[config.mk]
export PLATFORM = sky130hd
export DESIGN_NAME = rsa_modexp_unit
export DESIGN_NICKNAME = d
export VERILOG_FILES = /design/src/rtl/rsa_modexp_unit.sv
export SDC_FILE = /design/constraint.sdc
export NUM_CORES = 1
export LEC_CHECK = 0
export ABC_AREA = 1
export BUFFER_PORTS_ARGS = -buffer_cell sky130_fd_sc_hd__buf_2
export CORE_MARGIN = 2
export CORE_UTILIZATION = 45
export CTS_BUF_LIST = sky130_fd_sc_hd__clkbuf_4
export DETAILED_ROUTE_END_ITERATION = 16
export GPL_ROUTABILITY_DRIVEN = 0
export SLEW_MARGIN = 30
export SYNTH_ARGS = -nofsm -noshare
export SYNTH_HDL_FRONTEND = slang
export SYNTH_SLANG_ARGS = --single-unit
[constraint.sdc]
create_clock -name clk -period 12.9 [get_ports clk]
set_input_delay 2.58 -clock clk [delete_from_list [all_inputs] [get_ports clk]]
set_output_delay 2.58 -clock clk [all_outputs]
set_load 0.01 [all_outputs]
[src/rtl/rsa_modexp_unit.sv]
// Modular exponentiation engine: encrypted = plain^expo mod modulo.
// Right-to-left square-and-multiply built on two bit-serial Blakley multipliers.
module rsa_modexp_unit #(
  parameter int WIDTH = 8
) (
  input  logic             clk,
  input  logic             rst,
  input  logic             en,
  input  logic             run,
  input  logic [WIDTH-1:0] plain,
  input  logic [WIDTH-1:0] expo,
  input  logic [WIDTH-1:0] modulo,
  output logic [WIDTH-1:0] encrypted,
  output logic             eoc,
  output logic             err,
  output logic             busy
);

  localparam int CW = $clog2(WIDTH);
  localparam logic [CW-1:0] LAST = CW'(WIDTH - 1);

  localparam logic [1:0] S_IDLE = 2'd0;
  localparam logic [1:0] S_LOAD = 2'd1;
  localparam logic [1:0] S_CALC = 2'd2;
  localparam logic [1:0] S_DONE = 2'd3;

  logic [1:0]       state_q, state_d;
  logic [WIDTH-1:0] e_q, e_d;
  logic [WIDTH-1:0] m_q, m_d;
  logic [WIDTH-1:0] r_q, r_d;
  logic [WIDTH-1:0] b_q, b_d;
  logic [WIDTH:0]   pr_q, pr_d;
  logic [WIDTH:0]   ps_q, ps_d;
  logic [CW-1:0]    i_q, i_d;
  logic [CW-1:0]    j_q, j_d;
  logic [WIDTH-1:0] enc_q, enc_d;
  logic             err_q, err_d;
  logic [WIDTH:0]   pr_next, ps_next;

  // One interleaved step: P = 2P + a_bit*b, kept below m. P < m on entry, so
  // each partial result stays under 2m and a single conditional subtract suffices.
  function automatic logic [WIDTH:0] blakley_step(input logic [WIDTH:0] p,
                                                  input logic [WIDTH:0] b,
                                                  input logic [WIDTH:0] m,
                                                  input logic           a_bit);
    logic [WIDTH:0] t;
    t = p << 1;
    if (t >= m) t = t - m;
    if (a_bit) begin
      t = t + b;
      if (t >= m) t = t - m;
    end
    return t;
  endfunction

  always_comb begin
    pr_next = blakley_step(pr_q, {1'b0, r_q}, {1'b0, m_q}, b_q[i_q]);
    ps_next = blakley_step(ps_q, {1'b0, b_q}, {1'b0, m_q}, b_q[i_q]);
  end

  always_comb begin
    // NOTE: every _d starts as its _q so no path through this block leaves a
    // variable unassigned, which would otherwise infer a latch.
    state_d = state_q;
    e_d     = e_q;
    m_d     = m_q;
    r_d     = r_q;
    b_d     = b_q;
    pr_d    = pr_q;
    ps_d    = ps_q;
    i_d     = i_q;
    j_d     = j_q;
    enc_d   = enc_q;
    err_d   = err_q;

    if (en) begin
      case (state_q)
        S_IDLE: begin
          err_d = 1'b0;
          if (run) state_d = S_LOAD;
        end
        S_LOAD: begin
          if (!run) begin
            state_d = S_IDLE;
          end else begin
            e_d = expo;
            m_d = modulo;
            if (modulo < WIDTH'(2) || plain >= modulo) begin
              enc_d   = '0;
              err_d   = 1'b1;
              state_d = S_DONE;
            end else begin
              r_d     = WIDTH'(1);
              b_d     = plain;
              pr_d    = '0;
              ps_d    = '0;
              i_d     = LAST;
              j_d     = '0;
              state_d = S_CALC;
            end
          end
        end
        S_CALC: begin
          if (!run) begin
            state_d = S_IDLE;
          end else if (i_q == '0) begin
            // Exponent bit finished: square base, conditionally multiply result.
            b_d  = ps_next[WIDTH-1:0];
            if (e_q[j_q]) r_d = pr_next[WIDTH-1:0];
            pr_d = '0;
            ps_d = '0;
            i_d  = LAST;
            j_d  = j_q + CW'(1);
            if (j_q == LAST) begin
              enc_d   = e_q[j_q] ? pr_next[WIDTH-1:0] : r_q;
              state_d = S_DONE;
            end
          end else begin
            pr_d = pr_next;
            ps_d = ps_next;
            i_d  = i_q - CW'(1);
          end
        end
        default: begin
          if (!run) state_d = S_IDLE;
        end
      endcase
    end
  end

  // NOTE: sequential state uses non-blocking assignments so every flop samples
  // the pre-edge values regardless of statement order.
  always_ff @(posedge clk) begin
    if (rst) begin
      state_q <= S_IDLE;
      e_q     <= '0;
      m_q     <= '0;
      r_q     <= '0;
      b_q     <= '0;
      pr_q    <= '0;
      ps_q    <= '0;
      i_q     <= '0;
      j_q     <= '0;
      enc_q   <= '0;
      err_q   <= 1'b0;
    end else begin
      state_q <= state_d;
      e_q     <= e_d;
      m_q     <= m_d;
      r_q     <= r_d;
      b_q     <= b_d;
      pr_q    <= pr_d;
      ps_q    <= ps_d;
      i_q     <= i_d;
      j_q     <= j_d;
      enc_q   <= enc_d;
      err_q   <= err_d;
    end
  end

  assign encrypted = enc_q;
  assign err       = err_q;
  assign eoc       = (state_q == S_DONE);
  assign busy      = (state_q == S_LOAD) || (state_q == S_CALC);

endmodule

==> impl_metrics.tcl, run 1 <==
set metrics [dict create \
    status "finished clean" \
    cpPeakStageDelay_ns 0.47 \
    ioPinCount 39 \
    ctsHoldBuffers 0 \
    grtUsageTotal 0.232 \
    synth_fp_nets 962 \
    synth_compound_area_frac 0.201 \
    io_buffers 38 \
    fin_cells 1069 \
    num_vias 5619 \
    start_util 0.455 \
    setup_ws_ns 7.73 \
    ys_ff_latch 65 \
    hold_class "flop to flop" \
    drive_gt1_frac 0.147 \
    cp-end-kind "flop" \
    crit_buf_inv 5 \
    r2r-start "m_q[1]" \
    setup.worst_path.start "m_q[1]" \
    slew_headroom 0.407 \
    crit_slowest_cell "a211oi_4" \
    core-area_sq_um 13100 \
    tightest_slew_ns 0.889 \
    grt_pass1_wl_um 26400 \
    final_cell_mix "nand2_1 (181), inv_1 (108), a21oi_1 (108)" \
    worstPathArrival_ns 5.49 \
    drtIter0Drc 280 \
    die_w_um 119 \
    finalHoldViolations 0 \
    hold-worst-slack_ns 0.467 \
    synth-xor-area-share 0.0471 \
    start_kind "flop" \
    critical-path-top-delay-family "adder cells" \
    critical_path_class "flop to flop" \
    max_freq_ghz 0.194 \
    die_area_sq_um 14200 \
    synth_simple_gate_area_share 0.278 \
    grt_pass1_vias 5382 \
    rows 42 \
    path_common_cell "nand2_1" \
    ys_top_cells_by_area "dfxtp_1 (22%), ha_1 (14%), nand2_1 (11%)" \
    hold-path-cell-count 2 \
    drcViolationCount 0 \
    cp_max_fo 12 \
    synth_top_area_share 0.219 \
    grt_max_degree 38 \
    yosysUniqueCellTypes 46 \
    dpl_worst_slack_ns 7.82 \
    period_minus_slack_ns 5.17 \
    setup_viol 0 \
    cts_sinks 65 \
    area_growth_pct 7.40 \
    dp.cells 1052 \
    final_nets 987 \
    synth_seq_area_share 0.219 \
    syn_area_per_cell_sq_um 6.90 \
    drtPass1Iterations 5 \
    die_h_um 119 \
    path_clk_slew_ns 0.14 \
    setup_tns_ns 0 \
    max-clock-path-buffers 2 \
    clk_latency_ns 0.44 \
    finalPower_w 0.000744 \
    post-cts-setup-buffers 0 \
    netlist_area_sq_um 5950 \
    synth_top_cell_by_area "dfxtp_1" \
    cts_inserted_buffers 9 \
    synth_mux_area_frac 0.00168 \
    slew_viol_final 0 \
    r2r_end "b_q[0]" \
    worst_clock_skew_ns 0.0219 \
    htree_levels 3 \
    cts_resized 0 \
    ant_nets 0 \
    nFillCells 1344 \
    cap_violations 0 \
    leakagePower_nw 3.08 \
    grt_antenna_before_repair 1 \
    final_common_cell "nand2_1" \
    whs_endpoint "e_q[4]" \
    rsz0062_at_grt "false" \
    viasPerCell 5.26 \
    period_share 0.400 \
    p_per_area_nw_per_um2 116 \
    tritoncts "yes" \
    grt_overflow_total 0 \
    synth_fa_ha_area_frac 0.159 \
    syn_inst 862 \
    synth_top_family_by_area "simple AND/OR/NAND/NOR gates" \
    r2r_slack_ns 7.73 \
    max-vdd-ir-drop_mv 0.0776 \
    dp_hpwl_um 12300 \
    drt-total-wl_um 15800 \
    hold_path.startpoint "e_q[4]" \
    ff2ff_path_depth 27 \
    root_buffer "clkbuf_4" \
    critical_path_required_ns 13.22 \
    yosysWarnings 0 \
    wl_per_cell_um 14.8 \
]
==> worst max-delay path by stage <==
stage                     slack [ns]  depth (start not counted)      end
after floorplan                 8.58                         33   r_q[0]
after global placement          7.81                         25   b_q[7]
after detailed placement        7.82                         27  ps_q[4]
after CTS                       7.77                         27  ps_q[7]
after global routing            7.26                         27   b_q[5]
final                           7.73                         27   b_q[0]
==> sequential cells by signal (all words and copies together), names as in the netlist, 2 cells and up <==
register	flops
e_q	8
r_q	8
m_q	8
b_q	8
encrypted	8
pr_q	8
j_q	3
i_q	3
state_q	2
ps_q	8
==> Yosys cell counts (all sizes together) <==
cell	count
o21ai	70
ha	66
nand4	16
a21o	5
o211ai	5
nand3	71
dfxtp	65
o21bai	1
mux2i	1
a21oi	115
clkinv	1
fa	6
o21a	2
xnor2	10
nand2	204
or2	4
a32o	1
buf	14
nor3b	1
a211oi	1
nor4	2
nor3	5
a31oi	10
xor2	22
o211a	1
and2	1
clkbuf	10
nor2	35
a21boi	1
a22oi	1
inv	115
==> through the flow <==
| stage | util | instance area (sq um) |
|---|---|---|
| finish | 0.489 | 6390 |
| detailed placement | 0.477 | 6240 |
| global route | 0.489 | 6390 |
| floorplan | - | 5950 |
| CTS | 0.488 | 6390 |
| global placement | 0.477 | 6240 |
==> cells by family (layout without fill, tap and decap cells) <==
logic type,Yosys count,after routing
simple gates,339,339
compound gates,213,213
buf+inv,140,170
fa+ha+maj,72,72
flops,65,65
xor+xnor,32,32
mux,1,1
other cells,0,1
==> layout make-up <==
| class | instances | area [sq um] | area share |
|---|---|---|---|
| clock buffer | 9 | 67.6 | 0.0106 |
| antenna | 1 | 2.50 | 0.000391 |
| clock inverter | 7 | 83.8 | 0.0131 |
| timing repair buffer | 38 | 190 | 0.0298 |
| inverter | 116 | 435 | 0.0681 |
| tap | 176 | 220 | 0.0344 |
| sequential | 65 | 1300 | 0.204 |
| multi-input combinational | 657 | 4090 | 0.640 |
==> per-layer routing <==
| layer | wire length [um] | GRT usage | vias to the layer above |
|---|---|---|---|
| met5 | 0 | 0 | - |
| met4 | 249 | 0.0685 | 0 |
| met3 | 714 | 0.0287 | 23 |
| met2 | 6920 | 0.374 | 128 |
| met1 | 7920 | 0.326 | 2540 |
| li1 | - | - | 2928 |
==> where the power goes <==
group / leakage (nW) / internal [W] / switching [W] / total, W
logic: 2.48 / 0.000132 / 0.000242 / 0.000374
clock network: 0.0795 / 0.0000627 / 0.0000957 / 0.000158
registers: 0.526 / 0.000207 / 0.00000430 / 0.000211
total: 3.08 / 0.000402 / 0.000342 / 0.000744
==> worst register-to-register path: stages (launching register included) <==
cell	delay (ns)
dfxtp_1	0.43
inv_1	0.20
ha_1	0.39
ha_1	0.15
inv_1	0.04
nor2_1	0.10
a21oi_1	0.07
nand2_1	0.33
inv_2	0.15
nor2_2	0.18
ha_1	0.20
inv_1	0.06
fa_1	0.40
o21ai_1	0.26
a31oi_1	0.14
xor2_1	0.15
inv_1	0.08
ha_1	0.34
nand2_1	0.14
nor2_1	0.05
nand2_1	0.07
o211ai_2	0.12
a211oi_4	0.47
nand2_4	0.15
nand2_1	0.09
nand3_1	0.08
nand2_1	0.15
a21oi_1	0.07
Note: power is estimated with default switching activity, not from simulation.
==> run 2: changes to the inputs <==
--- a/config.mk
+++ b/config.mk
@@ -5,7 +5,7 @@
 export SDC_FILE = /design/constraint.sdc
 export NUM_CORES = 1
 export LEC_CHECK = 0
-export ABC_AREA = 1
+export ABC_AREA = 0
 export BUFFER_PORTS_ARGS = -buffer_cell sky130_fd_sc_hd__buf_2
 export CORE_MARGIN = 2
 export CORE_UTILIZATION = 45
==> constraint.sdc (replaced) <==
create_clock -name clk -period 5.3 [get_ports clk]
set_input_delay 1.06 -clock clk [delete_from_list [all_inputs] [get_ports clk]]
set_output_delay 1.06 -clock clk [all_outputs]
set_load 0.01 [all_outputs]
==> impl_metrics.tcl, run 2 <==
set metrics [dict create \
    wl_met3_um 1110 \
    r2r_slack_ns 0.16 \
    leakagePower_nw 2.71 \
    cts_sinks 65 \
    synth_fp_nets 829 \
    critical_path_required_ns 5.66 \
    synth_seq_area_share 0.223 \
    setup_tns_ns 0 \
    yosysWarnings 0 \
    ioPinCount 39 \
    power_frac_clock 0.234 \
    power_switching_w 0.000574 \
    start_kind "flop" \
    io_buffers 38 \
    final_common_cell "nand2_1" \
    cap_violations 0 \
    r2r_end "b_q[4]" \
    synthFlopType "dfxtp_1" \
    rows 41 \
    die_w_um 118 \
    wl_per_cell_um 18.1 \
    syn_area_per_cell_sq_um 8.01 \
    final_cell_mix "nand2_1 (91), dfxtp_1 (64), ha_1 (60)" \
    finalHoldViolations 0 \
    core-area_sq_um 12600 \
    tightest_slew_ns 0.915 \
    yosysMostFrequentCell "nand2_1" \
    cpPeakStageDelay_ns 0.40 \
    met1Wirelength_um 7860 \
    final_nets 878 \
    synth_top_area_share 0.223 \
    hold_class "flop to flop" \
    ys_top_cells_by_area "dfxtp_1 (22%), ha_1 (14%), nand2_1 (5.9%)" \
    htree_levels 3 \
    ff2ff_path_depth 21 \
    num_vias 5653 \
    setup_ws_ns 0.165 \
    max-clock-path-buffers 2 \
    start_util 0.463 \
    worstPathArrival_ns 5.50 \
    grtUsageTotal 0.247 \
    seq_power_share 0.347 \
    max-vdd-ir-drop_mv 0.186 \
    nFillCells 1240 \
    crit_slowest_cell "ha_1" \
    area_growth_pct 13.4 \
    wl_met2_um 8000 \
    async_reset_ff_frac 0 \
    grt_pass1_wl_um 27600 \
    intPower_w 0.000879 \
    top_layer "met4" \
    drcViolationCount 0 \
    dpl_worst_slack_ns 0.0160 \
    ys_ff_latch 65 \
    crit_buf_inv 3 \
    path_cells "clkinvlp_4, ha_1, a21o_1, a211oi_2, o31ai_4, buf_6, mux2_2, ha_2, nand3_1, o211ai_1, o41ai_2, xor2_1, inv_1, ha_4, nand4_1, o21bai_1, and3b_2, mux2_4, a211o_1, a21o_1, a31oi_1" \
    whs_endpoint "e_q[2]" \
    worst_clock_skew_ns 0.0122 \
    slew_viol_final 0 \
    period_share 0.969 \
    netlist_area_sq_um 5840 \
    critical-path-top-delay-family "compound AO/OA/AOI/OAI gates" \
    r2r-start "m_q[6]" \
    drt-total-wl_um 17300 \
    status "finished clean" \
    slew_headroom 0.390 \
    tritoncts "yes" \
    synth_common_cells "nand2_1 (92), ha_1 (66), dfxtp_1 (65)" \
    drtPass1Iterations 5 \
    yosysUniqueCellTypes 80 \
    synth_top_cell_by_area "dfxtp_1" \
    grt_overflow_total 0 \
    setup_viol 0 \
    synth_edf_count 0 \
    grt_antenna_before_repair 0 \
    ctsHoldBuffers 0 \
    power_frac_comb 0.420 \
    grt_pass1_vias 5380 \
    fin_area_sq_um 6620 \
    drtIter0Drc 423 \
    drive_gt1_frac 0.175 \
    p_per_area_nw_per_um2 220 \
    place_area_sq_um 6270 \
    ant_nets 0 \
    dp_hpwl_um 13400 \
    critical_path_class "flop to flop" \
    cts_inserted_buffers 9 \
    grt_max_degree 43 \
    path_clk_slew_ns 0.12 \
    hold-path-cell-count 2 \
    cp_max_fo 8 \
    cp-end-kind "flop" \
    n_antenna_cell 0 \
    path_common_cell "a21o_1" \
    syn_inst 729 \
    die_area_sq_um 13900 \
    clk_latency_ns 0.43 \
    viasPerCell 5.92 \
    max_freq_ghz 0.195 \
    period_minus_slack_ns 5.14 \
    hold_path.startpoint "e_q[2]" \
    switching_share 0.395 \
    root_buffer "clkbuf_4" \
    die_h_um 118 \
]
## run 2: cell types whose count changed in the layout (fill, tap and decap cells not counted), sizes merged, moves of 11 or more
cell	before	now
inv	118	46
nand2b	0	13
nor2	35	49
nand3	71	10
nor2b	0	11
mux2	0	11
buf	38	60
o21ai	70	48
a21oi	115	60
xor2	22	6
nand2	204	94
## run 2: worst max-delay path by stage
stage | start | end | cells after the start
floorplan | m_q[1] | ps_q[0] | 21
global placement | m_q[6] | b_q[4] | 20
detailed placement | m_q[6] | b_q[4] | 21
CTS | m_q[1] | b_q[4] | 22
global route | m_q[2] | r_q[0] | 22
finish | m_q[6] | b_q[4] | 21
## run 2: tightest hold or removal path, cell delays in order (launching register included)
cell and delay, ns:
dfxtp_1 0.33, nand2_1 0.05, a21oi_1 0.05
## run 2: cells by family after synthesis
| logic type | synth area share |
|---|---|
| multiplexers | 0.0561 |
| buffers and inverters | 0.0476 |
| XOR/XNOR | 0.0360 |
| adder cells (fa/ha/maj) | 0.162 |
| flip-flops | 0.223 |
| AO/OA/AOI/OAI | 0.277 |
| AND/OR/NAND/NOR | 0.199 |
## run 2: power groups by stage
stage	Combinational (W)	Sequential, W	Clock [W]
global placement	0.000546	0.000514	0
finish	0.000610	0.000504	0.000339
global route	0.000661	0.000505	0.000366
floorplan	0.000409	0.000512	0
CTS	0.000558	0.000503	0.000346
detailed placement	0.000554	0.000514	0
## run 2: metrics by stage
step | util | hold slack [ns] | power, W | std cells
detailed placement | 0.497 | 0.443 | 0.00107 | 932
CTS | 0.508 | 0.460 | 0.00141 | 948
global placement | 0.497 | 0.441 | 0.00106 | 932
floorplan | - | 0.433 | 0.000920 | 729
global route | 0.525 | 0.482 | 0.00153 | 955
finish | 0.525 | 0.459 | 0.00145 | 955
## run 2: routing by layer
metal	global-route usage	up-vias
met4	0.0873	0
met3	0.0494	30
met2	0.394	198
li1	-	2771
met5	0	-
met1	0.332	2654
## run 2: repair_timing
action,CTS,global route
pin swaps,0,5
setup buffers,0,7
endpoints found under the setup margin,1,40
gates resized for setup,3,34
## run 2: layout make-up
class	count	area, sq um	area share
Multi-Input combinational cell	595	4420	0.668
Sequential cell	65	1300	0.197
Timing Repair Buffer	60	359	0.0542
Tap cell	172	215	0.0325
Inverter	47	180	0.0272
Clock inverter	7	71.3	0.0108
Clock buffer	9	67.6	0.0102
==> run 3: changes to the inputs <==
--- a/config.mk
+++ b/config.mk
@@ -5,12 +5,12 @@
 export SDC_FILE = /design/constraint.sdc
 export NUM_CORES = 1
 export LEC_CHECK = 0
-export ABC_AREA = 0
-export BUFFER_PORTS_ARGS = -buffer_cell sky130_fd_sc_hd__buf_2
+export ABC_AREA = 1
 export CORE_MARGIN = 2
 export CORE_UTILIZATION = 45
 export CTS_BUF_LIST = sky130_fd_sc_hd__clkbuf_4
 export DETAILED_ROUTE_END_ITERATION = 16
+export DONT_BUFFER_PORTS = 1
 export GPL_ROUTABILITY_DRIVEN = 0
 export SLEW_MARGIN = 30
 export SYNTH_ARGS = -nofsm -noshare
==> impl_metrics.tcl, run 3 (synthesized netlist as in run 1, its figures left out) <==
set metrics [dict create \
    critical_path_required_ns 5.66 \
    cp-end-kind "flop" \
    max_freq_ghz 0.201 \
    critical_path_class "flop to flop" \
    root_buffer "clkbuf_4" \
    intPower_w 0.000968 \
    status "finished clean" \
    place_area_sq_um 6050 \
    start_util 0.455 \
    path_clk_slew_ns 0.12 \
    max-vdd-ir-drop_mv 0.129 \
    viasPerCell 5.51 \
    clk_latency_ns 0.44 \
    drtIter0Drc 394 \
    finalHoldViolations 0 \
    drive_gt1_frac 0.115 \
    drtPass1Iterations 6 \
    dp.cells 1014 \
    period_minus_slack_ns 4.96 \
    crit_buf_inv 5 \
    drcViolationCount 0 \
    cpPeakStageDelay_ns 0.44 \
    die_h_um 119 \
    power_switching_w 0.000826 \
    slew_viol_final 0 \
    slew_headroom 0.421 \
    switching_share 0.460 \
    grtUsageTotal 0.240 \
    worstPathArrival_ns 5.33 \
    grt_pass1_wl_um 27200 \
    htree_levels 3 \
    r2r-start "m_q[6]" \
    r2r_end "ps_q[0]" \
    io_buffers 0 \
    die_w_um 119 \
    core-area_sq_um 13100 \
    tritoncts "yes" \
    worst_clock_skew_ns 0.0212 \
    setup_viol 0 \
    final_common_cell "nand2_1" \
    final_nets 950 \
    whs_endpoint "e_q[7]" \
    final_cell_mix "nand2_1 (180), a21oi_1 (108), inv_1 (107)" \
    die_area_sq_um 14200 \
    r2r_slack_ns 0.34 \
    hold_path.startpoint "e_q[7]" \
    ant_nets 0 \
    hold_class "flop to flop" \
    grt_overflow_total 0 \
    fin_cells 1030 \
    rows 42 \
    crit_slowest_cell "ha_1" \
    cap_violations 0 \
    cp_max_fo 12 \
    multi_input_area_sq_um 4100 \
    cts_inserted_buffers 9 \
    max-clock-path-buffers 2 \
    ioPinCount 39 \
    critical-path-top-delay-family "adder cells" \
    grt_max_degree 38 \
    tightest_slew_ns 0.867 \
    cts_sinks 65 \
    grt_pass1_vias 5417 \
    drt-total-wl_um 16400 \
    fin_area_sq_um 6200 \
    p_per_area_nw_per_um2 289 \
    power_frac_comb 0.518 \
    ctsHoldBuffers 0 \
    num_vias 5678 \
    nFillCells 1319 \
    ff2ff_path_depth 26 \
    grt_antenna_before_repair 0 \
    leakagePower_nw 2.92 \
    setup.worst_path.start "m_q[6]" \
    wl_per_cell_um 16.0 \
    dp_hpwl_um 13000 \
    n_antenna_cell 0 \
    power_frac_clock 0.195 \
    period_share 0.936 \
    start_kind "flop" \
    seq_power_share 0.288 \
    area_growth_pct 4.20 \
    hold-path-cell-count 2 \
    seq_area_sq_um 1300 \
]
[run 3: changes by cell type in the layout (fill, tap and decap cells not counted), sizes merged, moves of 11 or more]
cell	delta
a21oi	+55
buf	-59
inv	+70
mux2	-11
nand2	+110
nand2b	-13
nand3	+61
nor2	-14
nor2b	-11
o21ai	+22
xor2	+16
[run 3: area by class of cell]
| cell class | instances | area share |
|---|---|---|
| Clock buffer | 9 | 0.0109 |
| Clock inverter | 6 | 0.0109 |
| Inverter | 116 | 0.0702 |
| Multi-Input combinational cell | 657 | 0.661 |
| Sequential cell | 65 | 0.210 |
| Tap cell | 176 | 0.0355 |
| Timing Repair Buffer | 1 | 0.00121 |
[run 3: power groups by stage]
| stage | Combinational (W) | Sequential, W | Clock (W) |
|---|---|---|---|
| 3_5_place_dp | 0.000893 | 0.000527 | 0 |
| 3_3_place_gp | 0.000882 | 0.000527 | 0 |
| 2_1_floorplan | 0.000731 | 0.000524 | 0 |
| 5_1_grt | 0.00103 | 0.000518 | 0.000375 |
| 4_1_cts | 0.000900 | 0.000516 | 0.000354 |
| 6_report | 0.000929 | 0.000516 | 0.000349 |
[run 3: worst register-to-register path, stage by stage, from the launching register on]
cell	delay [ns]
dfxtp_1	0.32
inv_1	0.18
ha_1	0.44
nand2_1	0.14
nor3b_2	0.23
a21oi_1	0.11
nand2_2	0.21
inv_2	0.12
nor2_2	0.17
ha_1	0.19
inv_1	0.05
fa_1	0.41
o21ai_2	0.24
a31oi_1	0.13
xor2_1	0.15
inv_1	0.08
ha_1	0.34
nand2_1	0.13
nor2_1	0.05
nand2_1	0.07
o211ai_2	0.12
a211oi_4	0.33
buf_4	0.22
nand3_1	0.09
nand3_1	0.12
nand3_1	0.09
a21oi_1	0.14
[run 3: routing by layer]
layer | vias up | GRT usage | part of all wire
met4 | 0 | 0.0699 | 0.019
met3 | 24 | 0.0421 | 0.058
met2 | 159 | 0.389 | 0.45
met5 | - | 0 | 0
met1 | 2635 | 0.327 | 0.47
li1 | 2860 | - | -
[run 3: how the worst max path moves through the flow]
stage	endpoint	slack, ns	cells past startpoint
floorplan	r_q[0]	0.98	33
global placement	b_q[5]	0.26	25
detailed placement	b_q[5]	0.17	27
CTS	b_q[4]	0.14	27
global route	b_q[4]	-0.02	26
finish	ps_q[0]	0.34	26
[run 3: repair_timing]
| action | CTS | global route |
|---|---|---|
| resized for setup | 0 | 4 |
| buffers inserted | 0 | 1 |
| endpoints found under the setup margin | 0 | 38 |
[run 3: metrics by stage]
step	TNS (ns)	utilization	total power [W]	hold slack (ns)	worst slack [ns]
2_1_floorplan	0	-	0.00125	0.425	0.982
3_3_place_gp	0	0.462	0.00141	0.440	0.257
3_5_place_dp	0	0.462	0.00142	0.449	0.171
4_1_cts	0	0.473	0.00177	0.467	0.136
5_1_grt	-0.0389	0.474	0.00193	0.481	-0.0245
6_report	0	0.474	0.00179	0.465	0.337
